==> src/rtl/spi_slave_if.sv <==
// SPI slave front end: oversamples the SPI pins on clk, deserializes MOSI into
// 32-bit frame words or 8-bit OOB bytes, and serializes reply data onto MISO.
module spi_slave_if #(
    parameter int          SYNC_STAGES = 2,
    parameter logic [31:0] IDLE_WORD   = 32'h0000_0000,
    parameter logic [7:0]  IDLE_OOB    = 8'h00
) (
    input  logic        clk,
    input  logic        rst_n,
    input  logic        spi_clk,
    input  logic        spi_mosi,
    output logic        spi_miso,
    input  logic        spi_cs,
    input  logic        spi_frame,
    output logic [31:0] rx_data,
    output logic        rx_valid,
    output logic        rx_oob,
    input  logic [31:0] tx_data,
    input  logic        tx_valid,
    output logic        tx_ready,
    output logic        underrun,
    output logic        frame_err
);

    // Handshake: rx_valid is a 1-cycle strobe with no back-pressure; tx_ready
    // pulses in the cycle tx_data is captured, and is only raised while tx_valid=1.

    typedef enum logic [1:0] {IDLE, LOAD, SHIFT} state_t;

    state_t                 state;
    logic [SYNC_STAGES-1:0] clk_sync;
    logic [SYNC_STAGES-1:0] mosi_sync;
    logic [SYNC_STAGES-1:0] cs_sync;
    logic [SYNC_STAGES-1:0] frame_sync;
    logic                   sclk_prev;
    logic [31:0]            rx_shift;
    logic [31:0]            tx_shift;
    logic [4:0]             bit_cnt;
    logic                   mode_oob;

    logic       sclk_s;
    logic       mosi_s;
    logic       cs_s;
    logic       frame_s;
    logic       sclk_rise;
    logic       sclk_fall;
    logic [4:0] last_idx;

    assign sclk_s    = clk_sync[SYNC_STAGES-1];
    assign mosi_s    = mosi_sync[SYNC_STAGES-1];
    assign cs_s      = cs_sync[SYNC_STAGES-1];
    assign frame_s   = frame_sync[SYNC_STAGES-1];
    assign sclk_rise = sclk_s & ~sclk_prev;
    assign sclk_fall = ~sclk_s & sclk_prev;
    assign last_idx  = mode_oob ? 5'd7 : 5'd31;

    always_ff @(posedge clk or negedge rst_n) begin
        if (!rst_n) begin
            clk_sync   <= '0;
            mosi_sync  <= '0;
            cs_sync    <= '1;
            frame_sync <= '1;
            sclk_prev  <= 1'b0;
        end else begin
            clk_sync   <= {clk_sync[SYNC_STAGES-2:0], spi_clk};
            mosi_sync  <= {mosi_sync[SYNC_STAGES-2:0], spi_mosi};
            cs_sync    <= {cs_sync[SYNC_STAGES-2:0], spi_cs};
            frame_sync <= {frame_sync[SYNC_STAGES-2:0], spi_frame};
            sclk_prev  <= sclk_s;
        end
    end

    always_ff @(posedge clk or negedge rst_n) begin
        if (!rst_n) begin
            state     <= IDLE;
            spi_miso  <= 1'b0;
            rx_data   <= '0;
            rx_valid  <= 1'b0;
            rx_oob    <= 1'b0;
            tx_ready  <= 1'b0;
            underrun  <= 1'b0;
            frame_err <= 1'b0;
            rx_shift  <= '0;
            tx_shift  <= '0;
            bit_cnt   <= '0;
            mode_oob  <= 1'b0;
        end else begin
            rx_valid  <= 1'b0;
            rx_oob    <= 1'b0;
            tx_ready  <= 1'b0;
            underrun  <= 1'b0;
            frame_err <= 1'b0;
            case (state)
                IDLE: begin
                    spi_miso <= 1'b0;
                    bit_cnt  <= '0;
                    if (!cs_s) state <= LOAD;
                end
                LOAD: begin
                    bit_cnt <= '0;
                    if (cs_s) begin
                        spi_miso <= 1'b0;
                        state    <= IDLE;
                    end else begin
                        mode_oob <= frame_s;
                        if (tx_valid) begin
                            tx_shift <= tx_data;
                            spi_miso <= tx_data[0];
                            tx_ready <= 1'b1;
                        end else begin
                            tx_shift <= frame_s ? {24'h0, IDLE_OOB} : IDLE_WORD;
                            spi_miso <= frame_s ? IDLE_OOB[0] : IDLE_WORD[0];
                            underrun <= 1'b1;
                        end
                        state <= SHIFT;
                    end
                end
                SHIFT: begin
                    if (cs_s) begin
                        if (bit_cnt != 5'd0) frame_err <= 1'b1;
                        spi_miso <= 1'b0;
                        bit_cnt  <= '0;
                        state    <= IDLE;
                    end else if (frame_s != mode_oob) begin
                        // Between units the loaded reply is kept; only the length changes.
                        if (bit_cnt != 5'd0) begin
                            frame_err <= 1'b1;
                            bit_cnt   <= '0;
                            state     <= LOAD;
                        end else begin
                            mode_oob <= frame_s;
                        end
                    end else if (sclk_rise) begin
                        if (bit_cnt == last_idx) begin
                            rx_valid <= 1'b1;
                            rx_oob   <= mode_oob;
                            rx_data  <= mode_oob ? {24'h0, mosi_s, rx_shift[7:1]}
                                                 : {mosi_s, rx_shift[31:1]};
                            bit_cnt  <= '0;
                            state    <= LOAD;
                        end else begin
                            bit_cnt <= bit_cnt + 5'd1;
                            if (mode_oob) rx_shift[7:0] <= {mosi_s, rx_shift[7:1]};
                            else          rx_shift      <= {mosi_s, rx_shift[31:1]};
                        end
                    end else if (sclk_fall && bit_cnt != 5'd0) begin
                        // The fall after a unit's last rise belongs to the next unit's bit 0.
                        tx_shift <= {1'b0, tx_shift[31:1]};
                        spi_miso <= tx_shift[1];
                    end
                end
                default: state <= IDLE;
            endcase
        end
    end

endmodule

==> config.mk <==
export PLATFORM = sky130hd
export DESIGN_NAME = spi_slave_if
export DESIGN_NICKNAME = d
export VERILOG_FILES = /design/src/rtl/spi_slave_if.sv
export SDC_FILE = /design/constraint.sdc
export NUM_CORES = 1
export LEC_CHECK = 0
export CAP_MARGIN = 30
export CORE_MARGIN = 3
export CORE_UTILIZATION = 48
export DETAILED_ROUTE_END_ITERATION = 8
export PLACE_DENSITY = 0.72
export RECOVER_POWER = 100
export SYNTH_ARGS = -nofsm -noshare
export SYNTH_HDL_FRONTEND = slang
export SYNTH_SLANG_ARGS = --single-unit
==> constraint.sdc <==
create_clock -name clk -period 2 [get_ports clk]
set_input_delay 0.2 -clock clk [delete_from_list [all_inputs] [get_ports clk]]
set_output_delay 0.2 -clock clk [all_outputs]
set_load 0.05 [all_outputs]
# --- Word-level counts from Yosys, hierarchy flattened ---
# Cells that the tools add are included.
word_totals:
  register_bits: 119
classes:
  bitwise_logic: 8
  add_sub_neg: 1
  eq_ne: 18
  n_mux: 56
  reduce_logical: 15
ops:
  columns: ["op", "n"]
  rows:
  - ["$mux W32", 7]
  - ["$pmux W32 S2", 1]
  - ["$mux W1", 30]
  - ["$mux W5", 6]
  - ["$ne A2 B2 Y1 const B", 8]
  - ["$reduce_and A5 Y1", 3]
  - ["$mux W2", 7]
  - ["$ne A4 B4 Y1 const B", 3]
  - ["$reduce_and A6 Y1", 2]
  - ["$pmux W5 S2", 1]
  - ["$ne A3 B3 Y1 const B", 3]
  - ["$mux W8", 1]
  - ["$reduce_and A4 Y1", 2]
  - ["$not A1 Y1", 6]
  - ["$pmux W2 S3", 1]
  - ["$add A5 B1 Y5 const B", 1]
  - ["$eq A5 B5 Y1", 1]
  - ["$reduce_bool A5 Y1", 1]
  - ["$reduce_bool A2 Y1", 2]
  - ["$pmux W1 S3", 1]
  - ["$reduce_and A3 Y1", 1]
  - ["$reduce_bool A3 Y1", 1]
  - ["$and A1 B1 Y1", 2]
  - ["$eq A2 B1 Y1 const B", 1]
  - ["other kinds (6)", 6]

# --- Longest topological paths before layout ---
# Gate-level depths: netlist of run 1.
depth:
  depth_word: 8
  depth_mapped: 8
  mapped_depth_nobuf: 6

# --- Worst setup path before layout of run 1 ---
# Ideal clock, no wire load.
synth_path:
  path_type: "register to register"
  from: "register state[0]"
  to: "register rx_shift[21]"
  setup_time_ps: 125
  arrival_ps: 1926
  synth_period_minus_slack_ps: 2050
  t_required_ps: 1875
  path_stages_with_launch: 8
  setup_slack_ps: -50
  n_path_buf: 2
  cell_sequence: "dfrtp_1 -> inv_1 -> ha_1 -> buf_2 -> nand4bb_1 -> nor4_4 -> buf_6 -> mux2_2"
synth_via:
  elab_chain_len: 2
synth_rtl:
  columns: ["item", "line_no", "text"]
  rows:
  - ["start: declaration", "30", "state_t state;"]
  - ["start signal: assignment", "75", "state <= IDLE;"]
  - ["start signal: assignment", "97", "if (!cs_s) state <= LOAD;"]
  - ["start signal: assignment", "103", "state <= IDLE;"]
  - ["$eq A2 B2 Y1", "93", "case (state)"]
  - ["$reduce_and A6 Y1 (no line)", null, null]
  - ["end signal: assignment", "144", "else rx_shift <= {mosi_s, rx_shift[31:1]};"]
  - ["end: declaration", "36", "logic [31:0] rx_shift;"]
# Every way passes these cells.
# A chain may end at the register's enable or synchronous reset.

# --- Worst setup path in the final report of run 1 ---
layout_path:
  from: "register bit_cnt[0]"
  to: "register rx_shift[30]"
layout_via:
  elab_chain_len: 3
layout_rtl:
  columns: ["item", "line_no", "text"]
  rows:
  - ["start: declaration", "38", "logic [4:0] bit_cnt;"]
  - ["start signal: assignment", "142", "bit_cnt <= bit_cnt + 5'd1;"]
  - ["$eq A5 B5 Y1", "134", "if (bit_cnt == last_idx) begin"]
  - ["$not A1 Y1 (no line)", null, null]
  - ["$reduce_and A6 Y1 (no line)", null, null]
# Every way passes these cells.

==> impl_metrics.csv, run 1 <==
group,metric,value,unit
status,status,"complete, no violations",
logic_synthesis,yosysWarnings,0,
setup_path,cp.required,2.39,ns
sta,maxSlewHeadroom,43.9,%
sta,slew_viol_final,0,
power,clock_power_share,40.5,%
setup_path,slowest_delay,0.42,ns
drt,firstDrtPassIters,4,
grt,grt_max_degree,63,
setup_path,cp_num_cells,7,
grt,antenna_found_initial,0,
sta,final_hold_viol_count,0,
setup_path,worst_setup_path_startpoint,"bit_cnt[0]",
setup_path,r2r_end,"rx_shift[30]",
placed_design,globalplace.congestion,0.855,
power,static_leak,3.01,nW
drt,detail_route.drc_violations,0,
sta,finClkSkew,0.00914,ns
power,fin_total_pwr,7.40,mW
clock_tree,cts_tree,"done",
sta,fin_crit_sh,97.4,%
clock_tree,clkLatencyLatePin,0.52,ns
clock_tree,numClockSinks,117,
power,switching_share,28.0,%
clock_tree,cts-root-buf,"sky130_fd_sc_hd__clkbuf_8",
clock_tree,max-clock-path-buffers,2,
logic_synthesis,synthesis.area_per_instance,11.5,µm²
power,ir_drop,0.000649,V
sta,hold_ws,0.241,ns
placed_design,io_buffers,76,
drt,drt-total-wl,10700,µm
drt,drt_iter0_markers,186,
drt,post_drt_via_cell_ratio,5.34,
cells_and_area,final_nets,573,
logic_synthesis,synth-edff-count,0,
clock_tree,clk_transition_reported_paths,0.06,ns
logic_synthesis,synth_cells,431,
power,internal_power,5.33,mW
power,p_seq_share,40.5,%
grt,track_usage,18.9,%
grt,global_route_wire_length_before_repair,17200,µm
setup_path,critical_path.endpoint_type,"flop",
sta,report.final.setup_viol,0,
clock_tree,h-tree-depth,4,
setup_path,cpLargestDelayFamily,"flip-flops",
drt,routed-via-count,3594,
sta,highest_attainable_clock_frequency,0.513,GHz
cells_and_area,num-fill-cells,720,
sta,accumulated_negative_setup_slack,0,ns
logic_synthesis,synth_sequential_area_ratio,59.0,%
setup_path,worstPathBufferInverterCount,2,
setup_path,timing.critical_path.cells,"ha_2 -> and2_1 -> o21a_4 -> nor4_4 -> buf_4 -> clkbuf_16 -> mux2_1",
cells_and_area,insertedDiodeCount,0,
logic_synthesis,ffs_w_async_s_r_synth,100,%
drt,ant_nets,0,
logic_synthesis,synth_fp_nets,477,
placed_design,placed_cells,633,
logic_synthesis,synthFlopType,"sky130_fd_sc_hd__dfrtp_1",
cells_and_area,fraction_of_final_layout_cells_sized_beyond_drive_strength_1,21.1,%
setup_path,crit_fanout,12,
power,switching_power,2.07,mW
setup_path,setup.reg_to_reg.worst_slack,0.05,ns
power,power.density,1100,mW/mm²
setup_path,worst_setup_path_start_kind,"flop",
grt,gr-total-overflow,0,
die,num_rows,36,
die,initial_core_util,50.2,%
grt,first_global_vias,3535,
die,die_height,108,µm
cells_and_area,final_cells,673,
sta,finalCriticalPeriod,1.95,ns
logic_synthesis,ys_types,48,
logic_synthesis,synth_seq_cells,117,
drt,detail_route.wl_per_cell,15.9,µm
sta,rsz_0062_raised_after_global_routing,"yes",
setup_path,setup.worst_path.end,"rx_shift[30]",
setup_path,worstRegToRegCells,7,
die,placeableCoreArea,0.00991,mm²
sta,timing_worst_slew_pin_value,0.842,ns
power,power_frac_comb,19.0,%
placed_design,hpwlAfterDp,6560,µm
cells_and_area,area_growth,35.4,%
setup_path,worst-setup-path-type,"reg2reg",
die,io_pins,77,
setup_path,critPathArrivalTime,2.34,ns
setup_path,slowest_stage,"sky130_fd_sc_hd__dfrtp_1",
die,die-area,0.0116,mm²
die,die_w,108,µm
clock_tree,cts_inserted_buffers,17,
min_path,hold_removal_path_class,"in2reg",
setup_path,r2r_start,"bit_cnt[0]",
logic_synthesis,syn_area,0.00497,mm²
job,drv_cap,0,
-- placed cells by master, fill, tap and decap left out, types with 3 or more instances in the layout --
cell type / count
sky130_fd_sc_hd__dfrtp_1: 112
sky130_fd_sc_hd__clkdlybuf4s50_1: 71
sky130_fd_sc_hd__nand2_1: 66
sky130_fd_sc_hd__o21ai_0: 56
sky130_fd_sc_hd__mux2_2: 38
sky130_fd_sc_hd__a22oi_1: 29
sky130_fd_sc_hd__nand2b_1: 25
sky130_fd_sc_hd__clkbuf_16: 18
sky130_fd_sc_hd__buf_4: 16
sky130_fd_sc_hd__nor2_1: 7
sky130_fd_sc_hd__inv_1: 6
sky130_fd_sc_hd__nand3_1: 5
sky130_fd_sc_hd__nor3_1: 5
sky130_fd_sc_hd__ha_1: 5
sky130_fd_sc_hd__dlygate4sd3_1: 5
sky130_fd_sc_hd__clkinvlp_4: 4
sky130_fd_sc_hd__dfstp_2: 4
sky130_fd_sc_hd__buf_12: 4
sky130_fd_sc_hd__a21oi_1: 3
sky130_fd_sc_hd__o21ai_1: 3
sky130_fd_sc_hd__clkbuf_1: 3
sky130_fd_sc_hd__clkinv_2: 3
sky130_fd_sc_hd__bufinv_16: 3
-- synth_stat cells, types with 3 or more instances --
library cell               instances  area share, %
sky130_fd_sc_hd__nor3_1            5           0.50
sky130_fd_sc_hd__nand2b_1         25            3.1
sky130_fd_sc_hd__o21ai_0          58            5.8
sky130_fd_sc_hd__clkbuf_1         14            1.1
sky130_fd_sc_hd__buf_4             3           0.45
sky130_fd_sc_hd__ha_1              7            1.8
sky130_fd_sc_hd__inv_1             6           0.45
sky130_fd_sc_hd__a22oi_1          29            4.4
sky130_fd_sc_hd__nor2_1            7           0.53
sky130_fd_sc_hd__buf_2             6           0.60
sky130_fd_sc_hd__a21oi_1           3           0.30
sky130_fd_sc_hd__dfstp_2           4            2.1
sky130_fd_sc_hd__nand3_1           5           0.50
sky130_fd_sc_hd__dfrtp_1         113             57
sky130_fd_sc_hd__nand2_1          66            5.0
sky130_fd_sc_hd__mux2_2           38            8.6
sky130_fd_sc_hd__nor2b_1           4           0.50
-- cells by family after synthesis --
family | share of synthesized area, %
multiplexers | 9.23
adder cells (fa/ha/maj) | 1.76
AO/OA/AOI/OAI | 13.8
AND/OR/NAND/NOR | 12.6
flip-flops | 59.0
XOR/XNOR | 0.503
buffers and inverters | 3.22
-- power by group through the flow --
stage / sequential (mW) / clock, mW / combinational, mW
2_1_floorplan: 2.99 / 0 / 0.868
3_3_place_gp: 3.00 / 0 / 1.29
3_5_place_dp: 3.01 / 0 / 1.33
4_1_cts: 2.98 / 3.03 / 1.35
5_1_grt: 3.05 / 3.17 / 1.56
6_report: 3.00 / 2.99 / 1.41
-- repair_timing --
item | CTS | global route
gates resized for setup | 3 | 10
setup buffers | 2 | 2
pin swaps | 1 | 1
hold buffers | 1 | 0
setup endpoints to repair | 8 | 60
hold endpoints to repair | 33 | 0
gates cloned | 1 | 2
-- routing by layer --
| metal | up-vias | wire length (µm) | track usage (%) |
|---|---|---|---|
| met5 | - | 0 | 0 |
| met4 | 0 | 162 | 6.67 |
| met3 | 13 | 390 | 5.04 |
| met2 | 79 | 5450 | 30.2 |
| met1 | 1797 | 4710 | 24.9 |
| li1 | 1705 | - | - |
-- through the flow --
stage	area, µm²	utilization, %	setup slack (ns)
global route	6740	68.0	-0.0448
CTS	6660	67.2	0.0552
finish	6740	68.0	0.0515
floorplan	4970	-	0.0225
detailed placement	5990	60.5	0.0298
global placement	5990	60.5	0.0938
-- layout make-up --
class	instances	area, µm²	share of cell area, %
flip-flops and latches	117	2930	43.6
inverters	6	22.5	0.334
clock buffers	20	435	6.46
well taps	133	166	2.47
multi-input cells	281	1950	28.9
repair buffers	104	1080	16.0
clock inverters	12	153	2.27
-- state kept, by name, indices dropped and copies added, names as in the netlist, 2 cells and up --
signal,cells
bit_cnt,5
clk_sync,2
cs_sync,2
frame_sync,2
mosi_sync,2
rx_data,32
rx_shift,31
state,2
tx_shift,31
-- how the worst min path moves through the flow --
stage               startpoint      endpoint  slack (ns)  cells after the start
finish                spi_mosi  mosi_sync[0]        0.24                      1
global route            spi_cs    cs_sync[0]        0.23                      1
CTS                     spi_cs    cs_sync[0]        0.09                      1
detailed placement       rst_n     sclk_prev        0.19                      1
global placement         rst_n      underrun        0.19                      1
floorplan                rst_n    bit_cnt[0]        -0.1                      0
(Power assumes the default switching activity.)
==> inputs of run 2 (changes only) <==
Settings changed: CAP_MARGIN 30 to 0.
==> results of run 2 <==
The final DEF is identical to that of run 1; final timing and power are the same.
==> inputs of run 3 (changes only) <==
Settings changed: CORE_MARGIN 3 to unset, HOLD_SLACK_MARGIN set to 0.06.
==> run 3 against run 2 <==
Net effect:
- clock power increased by 14%
- wire length increased by 0.31%
- flip-flop and latch count unchanged
- non-clock buffer count unchanged
- combinational power increased by 7%
- sequential power about the same
- critical path type unchanged
==> impl_metrics.csv, run 3 (same netlist as run 1, synthesis figures left out) <==
group,metric,value,unit
setup_path,critPathArrivalTime,2.36,ns
sta,fin_crit_sh,98.7,%
clock_tree,max-clock-path-buffers,2,
setup_path,worst-setup-path-type,"reg2reg",
drt,routed-via-count,3532,
clock_tree,clk_transition_reported_paths,0.06,ns
sta,timing_worst_slew_pin_value,0.944,ns
drt,drt_iter0_markers,152,
status,status,"complete, no violations",
sta,maxSlewHeadroom,37.1,%
setup_path,worstPathBufferInverterCount,3,
cells_and_area,area_growth,37.4,%
drt,detail_route.wl_per_cell,16.0,µm
sta,slew_viol_final,0,
sta,highest_attainable_clock_frequency,0.507,GHz
grt,grt_max_degree,63,
setup_path,r2r_end,"rx_shift[12]",
sta,report.final.setup_viol,0,
setup_path,r2r_start,"state[0]",
setup_path,slowest_stage,"sky130_fd_sc_hd__dfrtp_1",
placed_design,io_buffers,76,
setup_path,timing.critical_path.cells,"inv_1 -> ha_1 -> nand4bb_1 -> nor4_4 -> buf_4 -> clkbuf_16 -> mux2_2",
cells_and_area,most-common-layout-cells,"sky130_fd_sc_hd__dfrtp_1 (113), sky130_fd_sc_hd__clkdlybuf4s50_1 (71), sky130_fd_sc_hd__nand2_1 (66)",
sta,finalCriticalPeriod,1.97,ns
placed_design,hpwlAfterDp,6560,µm
cells_and_area,fraction_of_final_layout_cells_sized_beyond_drive_strength_1,20.4,%
min_path,hold_removal_path_class,"in2reg",
sta,hold_ws,0.249,ns
cells_and_area,num-fill-cells,722,
setup_path,worst_setup_path_start_kind,"flop",
setup_path,crit_fanout,12,
cells_and_area,layout.area.seq,0.00293,mm²
clock_tree,cts_tree,"done",
grt,global_route_wire_length_before_repair,17000,µm
clock_tree,h-tree-depth,4,
setup_path,cp.required,2.39,ns
cells_and_area,final_cells,673,
placed_design,placed_cells,631,
die,num_rows,36,
clock_tree,cts_inserted_buffers,17,
setup_path,critical_path.endpoint_type,"flop",
setup_path,worstRegToRegCells,7,
sta,finClkSkew,0.0128,ns
placed_design,globalplace.congestion,0.837,
clock_tree,cts-root-buf,"sky130_fd_sc_hd__clkbuf_8",
job,drv_cap,0,
die,placeableCoreArea,0.00991,mm²
drt,drt-total-wl,10700,µm
setup_path,cpLargestDelayFamily,"simple AND/OR/NAND/NOR gates",
drt,firstDrtPassIters,5,
die,initial_core_util,50.2,%
grt,gr-total-overflow,0,
setup_path,worst_setup_path_startpoint,"state[0]",
power,fin_total_pwr,7.90,mW
grt,track_usage,20.1,%
cells_and_area,largest_register_by_flop_count,"rx_data",
sta,rsz_0062_raised_after_global_routing,"yes",
power,static_leak,3.06,nW
cells_and_area,reg_top3,"rx_data: 32 flops, rx_shift: 31 flops, tx_shift: 31 flops",
drt,detail_route.drc_violations,0,
grt,first_global_vias,3503,
setup_path,slowest_delay,0.38,ns
drt,ant_nets,0,
cells_and_area,layout.cells.most_common,"sky130_fd_sc_hd__dfrtp_1",
cells_and_area,largest_register_ffs,32,
cells_and_area,final_nets,573,
power,power.density,1160,mW/mm²
die,die_w,104,µm
die,io_pins,77,
die,die_height,104,µm
setup_path,setup.worst_path.end,"rx_shift[12]",
setup_path,cp_num_cells,7,
clock_tree,numClockSinks,117,
sta,final_hold_viol_count,0,
clock_tree,clkLatencyLatePin,0.51,ns
sta,accumulated_negative_setup_slack,0,ns
grt,antenna_found_initial,2,
cells_and_area,multi_input_gate_area,0.00192,mm²
min_path,holdCritStartpoint,"spi_frame",
setup_path,setup.reg_to_reg.worst_slack,0.03,ns
power,ir_drop,0.000578,V
drt,post_drt_via_cell_ratio,5.25,
die,die-area,0.0108,mm²
run 3: cell count changes in the layout (fill, tap and decap cells not counted), moves of 2 or more:
cell | before | now
sky130_fd_sc_hd__o21ai_0 | 56 | 50
sky130_fd_sc_hd__o21ai_1 | 3 | 9
sky130_fd_sc_hd__buf_4 | 16 | 13
sky130_fd_sc_hd__bufinv_16 | 3 | 6
sky130_fd_sc_hd__clkbuf_8 | 2 | 5
sky130_fd_sc_hd__clkinv_2 | 3 | 0
sky130_fd_sc_hd__buf_12 | 4 | 6
sky130_fd_sc_hd__clkbuf_16 | 18 | 20
sky130_fd_sc_hd__clkinvlp_4 | 4 | 2
sky130_fd_sc_hd__diode_2 | 0 | 2
sky130_fd_sc_hd__inv_6 | 2 | 0
run 3: where the power goes:
group	total, mW	internal [mW]	switching [mW]
clock	3.40	2.39	1.00
combinational	1.51	0.716	0.795
sequential	3.00	2.75	0.244
total	7.90	5.86	2.04
run 3: layer usage:
layer | routed length [µm] | vias to the layer above | GRT usage (%)
met3 | 359 | 10 | 4.28
met1 | 4890 | 1738 | 25.8
met2 | 5350 | 82 | 33.0
li1 | - | 1702 | -
met4 | 139 | 0 | 8.67
met5 | 0 | - | 0
run 3: repair_timing:
item,in CTS,in global routing
endpoints found under the setup margin,0,73
setup buffers,0,3
hold buffers,1,0
gates resized for setup,0,14
endpoints found under the hold margin,35,0
run 3: area by class of cell:
class / instances / area share [%]
Antenna cell: 2 / 0.0732
Clock buffer: 22 / 6.92
Inverter: 6 / 0.330
Multi-Input combinational cell: 281 / 28.1
Tap cell: 133 / 2.44
Sequential cell: 117 / 42.9
Timing Repair Buffer: 104 / 16.4
Clock inverter: 8 / 2.86
run 3: per-stage QoR:
stage	setup WS, ns	area (µm²)	util (%)
final	0.0258	6830	69.0
after global routing	-0.0382	6830	68.9
after CTS	0.00431	6660	67.2
after detailed placement	0.0242	5980	60.3
after global placement	0.0845	5980	60.3
after floorplan	0.0225	4970	-
run 3: worst min path at each step:
stage	to	slack, ns	cells past startpoint
after floorplan	bit_cnt[0]	-0.1	0
after global placement	state[1]	0.20	1
after detailed placement	underrun	0.20	1
after CTS	frame_sync[0]	0.09	1
after global routing	cs_sync[0]	0.23	1
final	frame_sync[0]	0.25	1
